`src/rtl/router_fifo.sv`:
```
// router_fifo: one destination-port output FIFO of the 1x3 router, tagging each byte as header/non-header.
// Latency: data_out is registered and valid one cycle after the read edge; full/empty are combinational from the pointers.
// Backpressure: writes while full and reads while empty are silently ignored; soft_reset flushes and overrides both.
//
// Ports:
//   clock       system clock, rising edge
//   resetn      asynchronous active-low reset (pointers, packet count, data_out)
//   soft_reset  synchronous flush from the synchronizer timeout, wins over read/write
//   write_enb   write request (this port's one-hot bit from the synchronizer)
//   read_enb    read request from the downstream consumer
//   lfd_state   marks the byte being written as the packet header
//   data_in     byte to store
//   data_out    registered read data, blanked to 0 between packets
//   full        no free entry
//   empty       no stored entry
//
// DEPTH must be a power of two (>= 4). The header length field is byte[7:2],
// so WIDTH must be at least 8.

module router_fifo #(
   parameter int DEPTH = 16,
   parameter int WIDTH = 8
) (
   input  logic             clock,
   input  logic             resetn,
   input  logic             soft_reset,
   input  logic             write_enb,
   input  logic             read_enb,
   input  logic             lfd_state,
   input  logic [WIDTH-1:0] data_in,
   output logic [WIDTH-1:0] data_out,
   output logic             full,
   output logic             empty
);

   localparam int AW = $clog2(DEPTH);
   localparam logic [AW:0] PTR_ONE = 1;

   // Each entry holds {header_flag, byte}.
   logic [WIDTH:0]   mem [DEPTH];

   // Pointers carry one extra wrap bit so full and empty are distinguishable
   // when the lower bits match.
   logic [AW:0]      wr_ptr;
   logic [AW:0]      rd_ptr;

   // Bytes still to be delivered in the current packet (payload + parity).
   logic [6:0]       pkt_cnt;

   logic             do_write;
   logic             do_read;
   logic [WIDTH:0]   rd_entry;
   logic [6:0]       hdr_cnt;
   logic [6:0]       dec_cnt;

   // ------------------------------------------------------------------
   // Status flags
   // ------------------------------------------------------------------
   assign empty = (wr_ptr == rd_ptr);
   assign full  = (wr_ptr[AW] != rd_ptr[AW]) &&
                  (wr_ptr[AW-1:0] == rd_ptr[AW-1:0]);

   // Flush beats everything; full/empty are sampled before this edge's update,
   // so a read+write at full drops the write and a read+write at empty drops the read.
   assign do_write = write_enb & ~full  & ~soft_reset;
   assign do_read  = read_enb  & ~empty & ~soft_reset;

   assign rd_entry = mem[rd_ptr[AW-1:0]];

   // Header byte carries payload length in [7:2]; +1 accounts for the parity byte.
   assign hdr_cnt = {1'b0, rd_entry[7:2]} + 7'd1;
   assign dec_cnt = (pkt_cnt == 7'd0) ? 7'd0 : (pkt_cnt - 7'd1);

   // ------------------------------------------------------------------
   // Storage: no reset, contents are meaningless until written.
   // ------------------------------------------------------------------
   always_ff @(posedge clock) begin
      if (do_write) begin
         mem[wr_ptr[AW-1:0]] <= {lfd_state, data_in};
      end
   end

   // ------------------------------------------------------------------
   // Pointers
   // ------------------------------------------------------------------
   always_ff @(posedge clock or negedge resetn) begin
      if (!resetn) begin
         wr_ptr <= '0;
         rd_ptr <= '0;
      end else if (soft_reset) begin
         wr_ptr <= '0;
         rd_ptr <= '0;
      end else begin
         if (do_write) begin
            wr_ptr <= wr_ptr + PTR_ONE;
         end
         if (do_read) begin
            rd_ptr <= rd_ptr + PTR_ONE;
         end
      end
   end

   // ------------------------------------------------------------------
   // Read data and packet tracking
   // ------------------------------------------------------------------
   // data_out holds through mid-packet stalls and only blanks once the
   // current packet has been fully delivered (pkt_cnt == 0).
   always_ff @(posedge clock or negedge resetn) begin
      if (!resetn) begin
         data_out <= '0;
         pkt_cnt  <= '0;
      end else if (soft_reset) begin
         data_out <= '0;
         pkt_cnt  <= '0;
      end else if (do_read) begin
         data_out <= rd_entry[WIDTH-1:0];
         pkt_cnt  <= rd_entry[WIDTH] ? hdr_cnt : dec_cnt;
      end else if (pkt_cnt == 7'd0) begin
         data_out <= '0;
      end
   end

endmodule

```
`config.mk`:
```
export PLATFORM = sky130hd
export DESIGN_NAME = router_fifo
export DESIGN_NICKNAME = d
export VERILOG_FILES = /design/src/rtl/router_fifo.sv
export SDC_FILE = /design/constraint.sdc
export NUM_CORES = 1
export LEC_CHECK = 0
export CAP_MARGIN = 15
export CORE_MARGIN = 3
export CORE_UTILIZATION = 30
export DETAILED_ROUTE_END_ITERATION = 16
export HOLD_SLACK_MARGIN = 0.15
export SLEW_MARGIN = 0
export SYNTH_ARGS = -nofsm -noshare
export SYNTH_HDL_FRONTEND = slang
export SYNTH_SLANG_ARGS = --single-unit
```
`constraint.sdc`:
```
create_clock -name clock -period 7.3 [get_ports clock]
set_input_delay 1.46 -clock clock [delete_from_list [all_inputs] [get_ports clock]]
set_output_delay 1.46 -clock clock [all_outputs]
set_load 0.03 [all_outputs]
```
Yosys cells after proc, flatten, opt, wreduce, memory -nomap -nowiden --
Memories as Yosys holds them, arrays and structs flattened. Cells that the tools add are included.
Word-level totals: bits in latches 0, flip-flop bits (word level) 25, bits of input ports 14, bits in read-only memories 0, memory bits (writable) 144, memories 1
Memory list:
- mem | words 16, width 9, rd ports 1, clocked after memory_dff 0, write ports 1, RTL line 40 | logic [WIDTH:0] mem [DEPTH];
Operators by class: reduce and logical (&&, ||, !) cells 5, equal/unequal tests 3, $lt $le $gt $ge 0, multiply operators 0, div/mod/pow operators 0, add/sub/neg operators 4, shifts and indexed selects 0, bitwise logic cells 7, muxes and demuxes 13
Operator list (count):
- $mux W7 | 4
- $mux W8 | 3
- $mux W5 | 4
- $add A5 B1 Y5 const B | 2
- $add A6 B1 Y7 const B | 1
- $logic_not A7 Y1 | 1
- $sub A7 B1 Y7 const B | 1
- $eq A5 B5 Y1 | 1
- $and A1 B1 Y1 | 4
- $eq A4 B4 Y1 | 1
- $reduce_bool A2 Y1 | 2
- $not A1 Y1 | 3
- $reduce_bool A3 Y1 | 1
- $mux W1 | 2
- $logic_and A1 B1 Y1 | 1
- $ne A1 B1 Y1 | 1

Depth between registers and ports, before layout --
Gate-level depths: netlist of run 1.
depth after elaboration 7, gate-level depth with buffers 9, mapped depth without buffers 8

Worst setup path after synthesis of run 1 --
Ideal clock, no wire load.
path kind reg2out, start point register rd_ptr[0], end point output empty, cell stages (with the launch flop) 6, path buffers 2, setup slack 4298 ps, arrival time 1542 ps, cells stage by stage dfrtp_1 > buf_6 > buf_8 > xnor2_1 > nand4_1 > nor2_1
Between the ends: word-level cells in the longest chain between the ends 1
Ends and longest elaborated chain:
- start, declared | RTL line 45 | logic [AW:0] rd_ptr;
- start signal, assigned | RTL line 98 | rd_ptr <= rd_ptr + PTR_ONE;
- $eq A5 B5 Y1 | RTL line 59 | assign empty = (wr_ptr == rd_ptr);
- end, declared | RTL line 33 | output logic empty
Every way passes these cells.

Worst setup path in the final report of run 1 --
start point register rd_ptr[0], end point output full
Between the ends: word-level cells in the longest chain between the ends 2
Ends and longest elaborated chain:
- $eq A4 B4 Y1 | RTL line 61 | (wr_ptr[AW-1:0] == rd_ptr[AW-1:0]);
- $logic_and A1 B1 Y1 | RTL line 60 | assign full = (wr_ptr[AW] != rd_ptr[AW]) &&
- end, declared | RTL line 32 | output logic full,
Every way passes these cells.

==> out/metrics.yaml, run 1 <==
clock_tree:
  cts.sinks: 169
  cts_tree: "yes"
  clk_path_buf_depth: 2
  postCtsHoldBufs: 0
  clock_latency_ns: 0.44
  postCtsSetupBuffers: 0
  htree_levels: 4
  cts_buffers: 17
  cts_resized: 0
  path_clk_slew_ns: 0.06
  clock-root-buffer: "clkbuf_16"
setup_path:
  crit_path_end_kind: "output pin"
  cp.required_ns: 5.84
  cp-endpoint: "full"
  r2r-start: "rd_ptr[0]"
  crit_chain: "buf_4 > xnor2_1 > nand4_1 > nor2_1 > clkdlybuf4s50_1"
  worstPathMaxFanout: 40
  worst_setup_path_start_kind: "flop"
  crit_type: "reg -> out"
  slowest_stage: "clkdlybuf4s50_1"
  r2r-end: "pkt_cnt[5]"
  reg2reg_depth: 7
  critPathMaxStageDelay_ns: 0.69
  r2r_slack_ns: 4.43
  crit_start: "rd_ptr[0]"
  cp_data_arrival_time_ns: 2.67
power:
  clkPwrFrac_pct: 34.6
  switchingPower_uw: 650
  seqPwrFrac_pct: 46.8
  report.power.total_uw: 2340
  leakagePower_uw: 0.00269
  comb_power_share_pct: 18.6
  power.internal_uw: 1690
  powerDensity_nw_per_um2: 286
  ir_drop_mv: 0.158
  switching_share_pct: 27.8
sta:
  rsz0062_at_grt: "false"
  final-setup-viol-count: 0
  post-route-period-util_pct: 56.6
  worst_slew_pin_slew_ns: 0.856
  fmax_ghz: 0.242
  slew_headroom_pct: 42.8
  drv_slew: 0
  fin_skew_ns: 0.0193
  timing_hold_violations_final: 0
  fin_crit_ns: 4.13
  setup_tns_ns: 0
  fin_ws_ns: 3.17
logic_synthesis:
  synth.distinct_cells: 48
  synthArstFlopShare_pct: 14.8
  synth_most_common_cell: "edfxtp_1"
  synth_simple_gate_area_share_pct: 6.68
  synthTopCellsByArea: "edfxtp_1, mux4_2, dfrtp_1"
  yosys.area_share.adder_pct: 1.41
  synth_edf_count: 144
  synth_compound_area_share_pct: 4.51
  synth-seq-cells: 169
  synth_top_family_by_area: "multiplexers"
  synth.area.mux_share_pct: 13.3
  yosys_warnings: 0
  syn_area_um2: 7080
  synth.net_count: 422
  synth_top_area_share_pct: 61.1
  synth-main-ff-cell: "edfxtp_1"
  synth_top_area_cell: "edfxtp_1"
  syn_avg_cell_area_um2: 17.7
  synth_cells: 400
  synth_common_cells: "edfxtp_1, mux4_2, dfrtp_1"
  synth_xor_area_share_pct: 2.35
  synth_sequential_area_ratio_pct: 69.9
cells_and_area:
  diodes: 0
  drive_above_1_share_pct: 16.1
  fin_area_um2: 8180
  fin_nets: 451
  area_growth_syn_to_layout_pct: 15.6
  final_core_utilization_pct: 35.7
worst_hold_path:
  holdCritPathClass: "reg -> reg"
floorplanning:
  coreArea_um2: 22900
  die_x_um: 160
  die_area_um2: 25500
  io_pins: 24
  die_h_um: 160
  rows: 55
  initial_core_util_pct: 30.9
drt:
  vias_per_cell: 4.91
  drt-initial-drc-count: 316
  drt_pass1_iterations: 4
  final_antenna_net_count: 0
  post_drt_wl_per_cell_um: 20.4
  drt-total-wl_um: 15400
  remaining_drc_errors: 0
  num_vias: 3703
global_routing:
  grt_pass1_vias: 3856
  antenna_found_initial: 0
  grt_first_pass_wirelength_um: 23700
  grtUsageTotal_pct: 12.4
  grt_max_degree: 41
  gr-total-overflow: 0
place:
  gp_congestion: 0.799
  placed_cell_area_um2: 7630
  portBuffers: 23
  dp.final_hpwl_um: 10400
  pre_cts_slack_ns: 3.54
run:
  drv_cap: 0
status:
  status: "complete, no violations"
==> worst min path at each step <==
stage	to	startpoint	cells past startpoint
after floorplan	pkt_cnt[2]	pkt_cnt[2]	2
after global placement	data_out[4]	data_out[4]	2
after detailed placement	data_out[1]	data_out[1]	2
after CTS	data_out[1]	data_out[1]	2
after global routing	data_out[6]	data_out[6]	2
final	data_out[6]	data_out[6]	2
==> placed cells by master (no fill, tap or decap), types with 3 or more instances in the layout <==
cell             instances
a21oi_1                 13
a22oi_1                 10
and3_1                  17
buf_4                    4
clkbuf_16               17
clkdlybuf4s50_1         23
clkinv_4                 3
dfrtp_1                 24
edfxtp_1               144
ha_1                     8
inv_1                    6
inv_6                    3
mux4_1                   9
mux4_2                  31
nand2_1                 19
nand3_1                 15
nand4_1                  3
nor2_1                  21
nor2b_1                  4
nor3_1                   3
o211ai_1                 3
o21ai_0                  3
or3_1                    3
xnor2_1                 11
xor2_1                   8
==> power by group through the flow <==
stage	sequential, uW	clock [uW]	combinational [uW]
detailed placement	1110	0	434
floorplan	1120	0	302
global route	1100	861	478
global placement	1110	0	428
finish	1090	809	435
CTS	1090	821	436
==> area by class of cell <==
| class | count | area [um2] |
|---|---|---|
| Fill cell | 2117 | 14700 |
| Sequential cell | 169 | 4950 |
| Timing Repair Buffer | 28 | 288 |
| Tap cell | 313 | 392 |
| Clock buffer | 18 | 429 |
| Multi-Input combinational cell | 207 | 2000 |
| Clock inverter | 13 | 96.3 |
| Inverter | 6 | 22.5 |
==> stage by stage <==
stage	hold WS (ns)	instances
floorplan	0.561	400
global placement	0.525	722
detailed placement	0.529	722
CTS	0.538	753
global route	0.567	754
finish	0.539	754
==> critical path: cells and delay by family, from the launching register on <==
family | cells | cell delay, ns
simple gates | 2 | 0.46
flops | 1 | 0.34
xor+xnor | 1 | 0.20
buf+inv | 2 | 1.25
==> metal layers <==
layer | vias up | GRT usage (%) | part of all wire, %
li1 | 1663 | - | -
met1 | 1903 | 16.7 | 43
met2 | 118 | 19.3 | 47
met3 | 19 | 3.97 | 8.3
met4 | 0 | 4.10 | 1.9
met5 | - | 0 | 0
==> flip-flops by register name, summed over array words and instances, names as in the netlist <==
| register | flops |
|---|---|
| wr_ptr | 5 |
| mem | 144 |
| rd_ptr | 5 |
| pkt_cnt | 7 |
| data_out | 8 |
==> cell families (layout without fill, tap and decap cells) <==
kind of cell,after synthesis,count (layout)
flip-flops,169,169
AND/OR/NAND/NOR,94,94
AO/OA/AOI/OAI,45,45
multiplexers,41,41
buffers and inverters,24,65
XOR/XNOR,19,19
adder cells (fa/ha/maj),8,8
Note: power is estimated with default switching activity, not from simulation.
==> run 2: changes to the inputs <==
Clock period 7.3 ns to 3.5 ns, I/O delays scaled along.
==> out/metrics.yaml, run 2 (synthesized netlist as in run 1, its figures left out) <==
status:
  status: "complete, no violations"
worst_hold_path:
  min_path_cells: 2
  min_from: "data_out[5]"
  hold_end: "data_out[5]"
  holdCritPathClass: "reg -> reg"
sta:
  setup_tns_ns: 0
  drv_slew: 0
  rsz0062_at_grt: "false"
  slew_headroom_pct: 40.1
  post-route-period-util_pct: 82.7
  final-setup-viol-count: 0
  fmax_ghz: 0.346
  worst_slew_pin_slew_ns: 0.896
  fin_crit_ns: 2.89
  timing_hold_violations_final: 0
  fin_skew_ns: 0.0132
cells_and_area:
  final_common_cell: "edfxtp_1"
  diodes: 0
  fin_nets: 459
  final_core_utilization_pct: 36.1
  drive_above_1_share_pct: 17.8
  area_growth_syn_to_layout_pct: 16.9
  largest_register_ffs: 144
  fillers: 2136
  layout_common_cells: "edfxtp_1, mux4_2, dfrtp_1"
clock_tree:
  cts_tree: "yes"
  clk_path_buf_depth: 2
  path_clk_slew_ns: 0.07
  htree_levels: 4
  cts_resized: 0
  postCtsHoldBufs: 0
  postCtsSetupBuffers: 0
  cts.sinks: 169
  clock_latency_ns: 0.42
  cts_buffers: 17
  clock-root-buffer: "clkbuf_16"
power:
  powerDensity_nw_per_um2: 601
  switchingPower_uw: 1360
  clkPwrFrac_pct: 36.1
  leakagePower_uw: 0.00274
  power.internal_uw: 3620
  switching_share_pct: 27.3
  seqPwrFrac_pct: 45.8
  ir_drop_mv: 0.285
  comb_power_share_pct: 18.0
floorplanning:
  die_h_um: 160
  die_area_um2: 25500
  initial_core_util_pct: 30.9
  die_x_um: 160
  io_pins: 24
  coreArea_um2: 22900
  rows: 55
setup_path:
  crit_type: "reg -> out"
  r2r-start: "wr_ptr[2]"
  cp.required_ns: 2.80
  r2r-end: "mem[11][7]"
  reg2reg_depth: 5
  r2r_slack_ns: 0.83
  crit_path_end_kind: "output pin"
  cp_data_arrival_time_ns: 2.19
  worst_setup_path_start_kind: "flop"
  worstPathMaxFanout: 7
global_routing:
  grt_pass1_vias: 3838
  grt_first_pass_wirelength_um: 23500
  grt_max_degree: 40
  antenna_found_initial: 0
  gr-total-overflow: 0
  grtUsageTotal_pct: 12.3
drt:
  vias_per_cell: 4.91
  post_drt_wl_per_cell_um: 19.8
  drt-total-wl_um: 15100
  num_vias: 3747
  remaining_drc_errors: 0
  drt-initial-drc-count: 341
  drt_pass1_iterations: 6
  final_antenna_net_count: 0
run:
  drv_cap: 0
place:
  portBuffers: 23
  gp_congestion: 0.803
  dp.final_hpwl_um: 9640
run 2: cell count changes in the layout (fill, tap and decap cells not counted), sizes merged:
| cell | previous run | this run |
|---|---|---|
| bufinv | 0 | 1 |
| inv | 10 | 11 |
| buf | 5 | 13 |
| clkbuf | 18 | 17 |
run 2: critical path, stage by stage (launching register included):
cell and delay (ns):
dfrtp_1 0.46, xnor2_1 0.17, nand4_1 0.28, nor2_1 0.17
clkdlybuf4s50_1 0.69
run 2: how the worst max path moves through the flow:
stage | startpoint | cells past startpoint | slack [ns] | endpoint
2_1_floorplan | rd_ptr[0] | 8 | 1.15 | mem[12][0]
3_3_place_gp | write_enb | 4 | 0.69 | mem[4][4]
3_5_place_dp | write_enb | 4 | 0.67 | mem[7][6]
4_1_cts | wr_ptr[2] | 4 | 0.58 | full
5_1_grt | wr_ptr[2] | 4 | 0.43 | empty
6_report | wr_ptr[2] | 4 | 0.61 | full
run 2: cell type report:
class	count	area [um2]	share of cell area, %
Timing Repair Buffer	36	340	4.11
Clock buffer	17	425	5.14
Multi-Input combinational cell	207	2000	24.2
Clock inverter	15	143	1.72
Tap cell	313	392	4.73
Inverter	6	22.5	0.272
Sequential cell	169	4950	59.8
run 2: power groups by stage:
| stage | combinational [uW] | clock [uW] | sequential, uW |
|---|---|---|---|
| 2_1_floorplan | 630 | 0 | 2340 |
| 3_3_place_gp | 897 | 0 | 2320 |
| 3_5_place_dp | 903 | 0 | 2320 |
| 4_1_cts | 907 | 1840 | 2280 |
| 5_1_grt | 990 | 1930 | 2290 |
| 6_report | 898 | 1800 | 2280 |
run 2: stage by stage:
step / setup WS [ns] / total power [uW] / hold WS (ns) / cell area [um2] / instances
after global routing: 0.429 / 5200 / 0.561 / 8280 / 763
after floorplan: 1.15 / 2970 / 0.404 / 7080 / 400
final: 0.607 / 4980 / 0.533 / 8280 / 763
after global placement: 0.688 / 3220 / 0.525 / 7710 / 731
after CTS: 0.578 / 5030 / 0.537 / 8280 / 763
after detailed placement: 0.666 / 3230 / 0.528 / 7710 / 731
run 2: layer usage:
layer  wire [um]  GRT usage, %  up-vias
met5           0             0        -
met3         908          3.50        9
met2        7350          18.7      105
li1            -             -     1686
met4          97          2.87        0
met1        6720          17.6     1947
==> run 3: changes to the inputs <==
Clock period 3.5 ns to 2.4 ns, I/O delays scaled along.
==> out/metrics.yaml, run 3 (synthesized netlist as in run 1, its figures left out) <==
status:
  status: "complete, no violations"
sta:
  timing_hold_violations_final: 0
  drv_slew: 0
  fin_ws_ns: 0.0676
  fin_skew_ns: 0.00894
  worst_slew_pin_slew_ns: 0.599
  slew_headroom_pct: 59.9
  final-setup-viol-count: 0
  holdWs_ns: 0.418
  setup_tns_ns: 0
  fin_crit_ns: 2.33
  fmax_ghz: 0.429
  post-route-period-util_pct: 97.2
  rsz0062_at_grt: "true"
cells_and_area:
  largest_register_ffs: 144
  final_common_cell: "edfxtp_1"
  fillers: 2116
  fin_nets: 476
  fin_area_um2: 8440
  layout_common_cells: "edfxtp_1, mux4_2, buf_4"
  drive_above_1_share_pct: 25.9
  fin_cells: 780
  area_growth_syn_to_layout_pct: 19.3
  diodes: 0
power:
  comb_power_share_pct: 19.2
  ir_drop_mv: 0.420
  clkPwrFrac_pct: 35.6
  leakagePower_uw: 0.00282
  switching_share_pct: 27.2
  powerDensity_nw_per_um2: 874
  power.internal_uw: 5370
  seqPwrFrac_pct: 45.2
  switchingPower_uw: 2010
global_routing:
  grt_max_degree: 33
  grt_first_pass_wirelength_um: 22900
  grt_pass1_vias: 3845
  antenna_found_initial: 0
  grtUsageTotal_pct: 11.9
  gr-total-overflow: 0
drt:
  drt-total-wl_um: 14900
  final_antenna_net_count: 0
  remaining_drc_errors: 0
  vias_per_cell: 4.83
  post_drt_wl_per_cell_um: 19.1
  drt_pass1_iterations: 4
  drt-initial-drc-count: 303
  num_vias: 3766
setup_path:
  worst_setup_path_start_kind: "flop"
  crit_type: "reg -> reg"
  cp_data_arrival_time_ns: 2.67
  crit_path_end_kind: "flop"
  worstPathMaxFanout: 8
  cp.required_ns: 2.73
floorplanning:
  io_pins: 24
  die_h_um: 160
  die_area_um2: 25500
  rows: 55
  coreArea_um2: 22900
  die_x_um: 160
  initial_core_util_pct: 30.9
clock_tree:
  clock-root-buffer: "clkbuf_16"
  postCtsHoldBufs: 0
  clock_latency_ns: 0.43
  cts_buffers: 17
  path_clk_slew_ns: 0.07
  clk_path_buf_depth: 2
  cts.sinks: 169
  htree_levels: 4
  cts_tree: "yes"
place:
  pre_cts_slack_ns: -0.0769
  dpl.cell_count: 745
  gp_congestion: 0.773
  dp.final_hpwl_um: 9930
  placed_cell_area_um2: 7810
  portBuffers: 23
run:
  drv_cap: 0
worst_hold_path:
  holdCritPathClass: "in -> async"
==> run 3: through the flow <==
stage / util, % / power [uW]
final: 36.8 / 7380
after global routing: 36.8 / 7670
after CTS: 36.7 / 7390
after detailed placement: 34.1 / 4760
after global placement: 34.1 / 4750
after floorplan: - / 4330
==> run 3: layer usage <==
layer	vias up	GRT usage [%]	part of all wire (%)
met3	12	3.06	4.2
met5	-	0	0
met4	0	3.14	0.86
li1	1712	-	-
met1	1967	16.1	46
met2	75	19.1	49
==> run 3: worst max-delay path, stage by stage, from the launching register on <==
cell and delay [ns]:
dfrtp_2 0.45, buf_6 0.16, mux4_1 0.56, a22oi_2 0.20, nand2_2 0.09, buf_4 0.17
or3_1 0.34, a311oi_2 0.26
==> run 3: worst paths after layout <==
kind	start	endpoint	slack [ns]	cells after the start
worst max-delay path	rd_ptr[0]	pkt_cnt[1]	0.07	7
worst min-delay path	resetn	data_out[4]	0.42	2
worst max register to register	rd_ptr[0]	pkt_cnt[1]	0.07	7
worst min register to register	data_out[3]	data_out[3]	0.54	2
max in group asynchronous	resetn	rd_ptr[0]	1.70	2
min in group clock	data_out[3]	data_out[3]	0.54	2
==> run 3: area by class of cell <==
type | instances | area (um2) | share of cell area (%)
flip-flops and latches | 169 | 4950 | 58.6
multi-input cells | 207 | 2030 | 24.1
repair buffers | 53 | 478 | 5.66
clock buffers | 17 | 425 | 5.04
well taps | 313 | 392 | 4.64
clock inverters | 15 | 144 | 1.70
inverters | 6 | 22.5 | 0.267
==> run 3: repair_timing <==
item | 4_1_cts | 5_1_grt
pin swaps | 0 | 3
buffers inserted | 1 | 2
resized for setup | 10 | 13
setup endpoints to repair | 73 | 60
==> run 3: power by group through the flow <==
stage	registers [uW]	clock network, uW	logic (uW)
floorplan	3410	0	918
global placement	3390	0	1350
detailed placement	3400	0	1370
CTS	3330	2670	1390
global route	3340	2780	1540
finish	3330	2630	1420
